--- src/rtl/ifetch_resp.sv ---
`default_nettype none
// ============================================================================
// Module   : ifetch_resp
// Brief    : Fetch responder - accepts PCs, issues one instruction read per
//            PC, and queues (pc, instr) pairs in order for decode.
// Revision : 1.0 - initial release
// ============================================================================
module ifetch_resp #(
   parameter int DEPTH   = 4,
   parameter int PC_W    = 48,
   parameter int INSTR_W = 32
) (
   input  logic               clk,
   input  logic               reset,
   input  logic [PC_W-1:0]    pc_in,
   input  logic               pc_valid,
   output logic               ready,
   input  logic               mispred,
   output logic               mem_req,
   output logic [PC_W-1:0]    mem_addr,
   input  logic               mem_rvalid,
   input  logic [INSTR_W-1:0] mem_rdata,
   output logic               dec_valid,
   output logic [PC_W-1:0]    dec_pc,
   output logic [INSTR_W-1:0] dec_instr,
   output logic               dec_misalign,
   input  logic               dec_ready
);

   localparam int                 c_PTR_W     = $clog2(DEPTH);
   localparam int                 c_CNT_W     = c_PTR_W + 1;
   localparam logic [c_CNT_W-1:0] c_DEPTH_CNT = c_CNT_W'(DEPTH);

   typedef enum logic [1:0] {
      S_IDLE = 2'd0,
      S_REQ  = 2'd1,
      S_WAIT = 2'd2,
      S_DROP = 2'd3
   } state_t;

   state_t               r_state;
   state_t               w_state_nxt;
   logic [PC_W-1:0]      r_pc_q;
   logic [c_PTR_W-1:0]   r_rd_ptr;
   logic [c_PTR_W-1:0]   r_wr_ptr;
   logic [c_CNT_W-1:0]   r_count;
   logic [PC_W-1:0]      r_q_pc    [DEPTH];
   logic [INSTR_W-1:0]   r_q_instr [DEPTH];
   logic [DEPTH-1:0]     r_q_mis;
   logic                 w_accept;
   logic                 w_push;
   logic                 w_pop;
   logic                 w_dec_valid;

   assign ready       = (r_state == S_IDLE) && (r_count < c_DEPTH_CNT) && !mispred && !reset;
   assign w_accept    = pc_valid && ready;
   // A response landing together with a flush is dropped, never queued.
   assign w_push      = (r_state == S_WAIT) && mem_rvalid && !mispred;
   assign w_dec_valid = (r_count != '0);
   assign w_pop       = w_dec_valid && dec_ready && !mispred;
   assign mem_addr    = r_pc_q;

   always_comb begin
      w_state_nxt = r_state;
      mem_req     = 1'b0;
      case (r_state)
         S_IDLE: begin
            if (w_accept) w_state_nxt = S_REQ;
         end
         S_REQ: begin
            mem_req     = 1'b1;
            w_state_nxt = mispred ? S_DROP : S_WAIT;
         end
         S_WAIT: begin
            if (mem_rvalid)   w_state_nxt = S_IDLE;
            else if (mispred) w_state_nxt = S_DROP;
         end
         S_DROP: begin
            if (mem_rvalid) w_state_nxt = S_IDLE;
         end
         default: w_state_nxt = S_IDLE;
      endcase
   end

   always_ff @(posedge clk) begin
      if (reset) begin
         r_state <= S_IDLE;
         r_pc_q  <= '0;
      end else begin
         r_state <= w_state_nxt;
         if (w_accept) r_pc_q <= pc_in;
      end
   end

   always_ff @(posedge clk) begin
      if (reset || mispred) begin
         r_count  <= '0;
         r_rd_ptr <= '0;
         r_wr_ptr <= '0;
      end else begin
         if (w_push) r_wr_ptr <= r_wr_ptr + 1'b1;
         if (w_pop)  r_rd_ptr <= r_rd_ptr + 1'b1;
         case ({w_push, w_pop})
            2'b10:   r_count <= r_count + 1'b1;
            2'b01:   r_count <= r_count - 1'b1;
            default: r_count <= r_count;
         endcase
      end
   end

   // Payload storage needs no reset; the head is masked while empty.
   always_ff @(posedge clk) begin
      if (w_push) begin
         r_q_pc[r_wr_ptr]    <= r_pc_q;
         r_q_instr[r_wr_ptr] <= mem_rdata;
         r_q_mis[r_wr_ptr]   <= (r_pc_q[1:0] != 2'b00);
      end
   end

   assign dec_valid    = w_dec_valid;
   assign dec_pc       = w_dec_valid ? r_q_pc[r_rd_ptr]    : '0;
   assign dec_instr    = w_dec_valid ? r_q_instr[r_rd_ptr] : '0;
   assign dec_misalign = w_dec_valid && r_q_mis[r_rd_ptr];

endmodule
`default_nettype wire

--- config.mk ---
export PLATFORM = sky130hd
export DESIGN_NAME = ifetch_resp
export DESIGN_NICKNAME = d
export VERILOG_FILES = /design/src/rtl/ifetch_resp.sv
export SDC_FILE = /design/constraint.sdc
export NUM_CORES = 1
export LEC_CHECK = 0
export ABC_CLOCK_PERIOD_IN_PS = 4100
export CAP_MARGIN = 0
export CORE_MARGIN = 3
export CORE_UTILIZATION = 49
export CTS_CLUSTER_SIZE = 28
export DETAILED_ROUTE_END_ITERATION = 10
export PLACE_DENSITY = 0.78
export SLEW_MARGIN = 0
export SYNTH_ARGS = -nofsm -noshare
export SYNTH_HDL_FRONTEND = slang
export SYNTH_SLANG_ARGS = --single-unit
--- constraint.sdc ---
create_clock -name clk -period 4.1 [get_ports clk]
set_clock_uncertainty 0.2 [all_clocks]
set_input_delay 1.23 -clock clk [delete_from_list [all_inputs] [get_ports clk]]
set_output_delay 1.23 -clock clk [all_outputs]
set_load 0.03 [all_outputs]
==> results.sh <==
export IMPL_grt_first_pass_wirelength_um=46200
export IMPL_antenna_found_initial=0
export IMPL_drive_gt1_frac=0.170
export IMPL_gr_total_overflow=0
export IMPL_ys_warn_count=0
export IMPL_synth_seq_cells=383
export IMPL_wl_per_cell_um=20.8
export IMPL_ir_drop_mv=0.301
export IMPL_gp_congestion=0.703
export IMPL_fillers=1994
export IMPL_insertion_delay_ps=520
export IMPL_root_buffer="clkbuf_16"
export IMPL_worst_setup_path_end_kind="primary output"
export IMPL_postRouteAntennaNets=0
export IMPL_synthTopCellsByArea="edfxtp_1 67%, mux4_2 12%, dfxtp_1 8.1%"
export IMPL_synth_top_cell_area_share=0.666
export IMPL_seq_area_um2=10900
export IMPL_start_util=0.504
export IMPL_final_cell_mix="324 x edfxtp_1, 215 x clkdlybuf4s50_1, 81 x mux4_2, 81 x and2_1, 57 x dfxtp_1"
export IMPL_setup_viol=0
export IMPL_clk_pin_slew_ps=60
export IMPL_nets=1119
export IMPL_drt_initial_drc_count=543
export IMPL_viasPerCell=5.40
export IMPL_numCtsBuffers=38
export IMPL_power_density_nw_per_um2=445
export IMPL_crit_required_ps=2670
export IMPL_port_buffers=217
export IMPL_tightest_slew_ps=604
export IMPL_n_antenna_cell=0
export IMPL_finalWirelength_um=30000
export IMPL_status="finished, final reports clean"
export IMPL_drc=0
export IMPL_min_period_over_period=0.970
export IMPL_die_w_um=179
export IMPL_synthCells=791
export IMPL_max_cap_violations=0
export IMPL_finalHoldViolCount=0
export IMPL_first_global_vias=8130
export IMPL_power_mw=8.36
export IMPL_grt_max_degree=63
export IMPL_worstHoldPathType="reg2reg"
export IMPL_dp_slack_ps=285
export IMPL_crit_arrival_ps=2550
export IMPL_ios=218
export IMPL_finalSetupTns_ps=0
export IMPL_synth_edf_count=324
export IMPL_postSynthNetCount=883
export IMPL_synth_area_per_cell_um2=18.5
export IMPL_dpl_hpwl_um=18900
export IMPL_area_growth_pct=28.6
export IMPL_worst_setup_path_start_kind="flop"
export IMPL_drtPass1Iterations=6
export IMPL_yosys_area_top_type="edfxtp_1"
export IMPL_fmax_ghz=0.251
export IMPL_rows=62
export IMPL_fin_ws_ps=121
export IMPL_cts_buffer_depth=3
export IMPL_multiInputGateArea_um2=3490
export IMPL_period_minus_slack_ps=3980
export IMPL_cts_htree_levels=2
export IMPL_dieArea_um2=31900
export IMPL_crit_path_max_fanout=31
export IMPL_layout_commonest_cell="edfxtp_1"
export IMPL_synth_cell_types=33
export IMPL_async_flop_share=0
export IMPL_cts_tree="yes"
export IMPL_ys_seq_area_frac=0.747
export IMPL_postCtsHoldBufs=0
export IMPL_grtUsageTotal=0.190
export IMPL_coreArea_um2=29000
export IMPL_synthFlopType="edfxtp_1"
export IMPL_cts_sinks=383
export IMPL_vias=7781
export IMPL_die_y_um=179
export IMPL_postLayoutCoreUtil=0.648
export IMPL_leakagePower_nw=6.07
export IMPL_syn_area_um2=14600
export IMPL_maxSlewViolCount=0
export IMPL_relSlewSlack=0.597
export IMPL_rsz0062_at_grt="false"
export IMPL_criticalPathCategory="reg2out"
## cell families (layout without fill, tap and decap cells)
logic type,Yosys count,count (layout),synth area share
AND/OR/NAND/NOR,201,201,0.0812
XOR/XNOR,5,5,0.00300
adder cells (fa/ha/maj),6,6,0.00565
flip-flops,383,383,0.747
buffers and inverters,55,321,0.0161
AO/OA/AOI/OAI,59,59,0.0218
multiplexers,82,82,0.126
## cell type report
cell class | instances | area share
multi-input combinational | 353 | 0.185
inverter | 6 | 0.00120
clock inverter | 17 | 0.0126
timing repair buffer | 245 | 0.136
sequential | 383 | 0.581
tap | 384 | 0.0256
clock buffer | 53 | 0.0586
## where the power goes
group / switching (mW) / internal [mW] / total (mW)
combinational: 0.201 / 0.183 / 0.384
sequential: 0.0575 / 4.27 / 4.33
clock: 1.38 / 2.26 / 3.64
total: 1.64 / 6.72 / 8.36
## worst paths after layout
kind	start	to	slack, ps	cells after the start
setup / recovery	flop	dec_pc[1]	120	4
hold / removal	mem_addr[43]$_SDFFE_PP0P_	r_q_pc[0][43]$_DFFE_PP_	320	0
setup reg to reg	r_state[0]$_SDFFE_PP0P_	mem_addr[22]$_SDFFE_PP0P_	1710	5
hold reg to reg	mem_addr[43]$_SDFFE_PP0P_	r_q_pc[0][43]$_DFFE_PP_	320	0
## Yosys cell counts, types with 2 or more instances
cell type and count:
a211oi_1 2, edfxtp_1 324, nor2_1 11, and2_1 86
nand3_1 48, buf_2 11, a21bo_2 2, o21ai_0 39
dfxtp_1 59, mux4_2 81, or2_2 2, nand2b_1 46
a21oi_1 5, inv_1 6, xor2_1 4, or3_1 2
clkbuf_1 33, ha_1 5, o21ai_1 8, buf_4 4
## repair_timing
item                                    in CTS  in global routing
gates resized for setup                      0                  1
endpoints found under the setup margin       0                 61
setup buffers                                0                  1
## stage by stage
step | area, um^2 | hold WS, ps | instances
floorplan | 14600 | 296 | 791
global placement | 17400 | 306 | 1370
detailed placement | 17400 | 311 | 1370
CTS | 18800 | 323 | 1440
global route | 18800 | 338 | 1441
finish | 18800 | 317 | 1441
## layer usage
metal	global-route usage	part of all wire	vias up
met1	0.261	0.42	3946
li1	-	-	3540
met5	0	0	-
met2	0.314	0.50	252
met3	0.0407	0.062	43
met4	0.0513	0.020	0
## flip-flops by register name, summed over array words and instances (netlist names), named ones only
name and cells:
r_q_pc 192, mem_addr 48, r_q_instr 128, r_wr_ptr 2, r_state 2, r_count 3
r_q_mis 4, r_rd_ptr 2
## critical path, stage by stage (launching register included)
cell             delay [ps]
dfxtp_4                 390
buf_12                  270
mux4_2                  600
and2_1                  190
clkdlybuf4s50_1         590
Note: power is estimated with default switching activity, not from simulation.
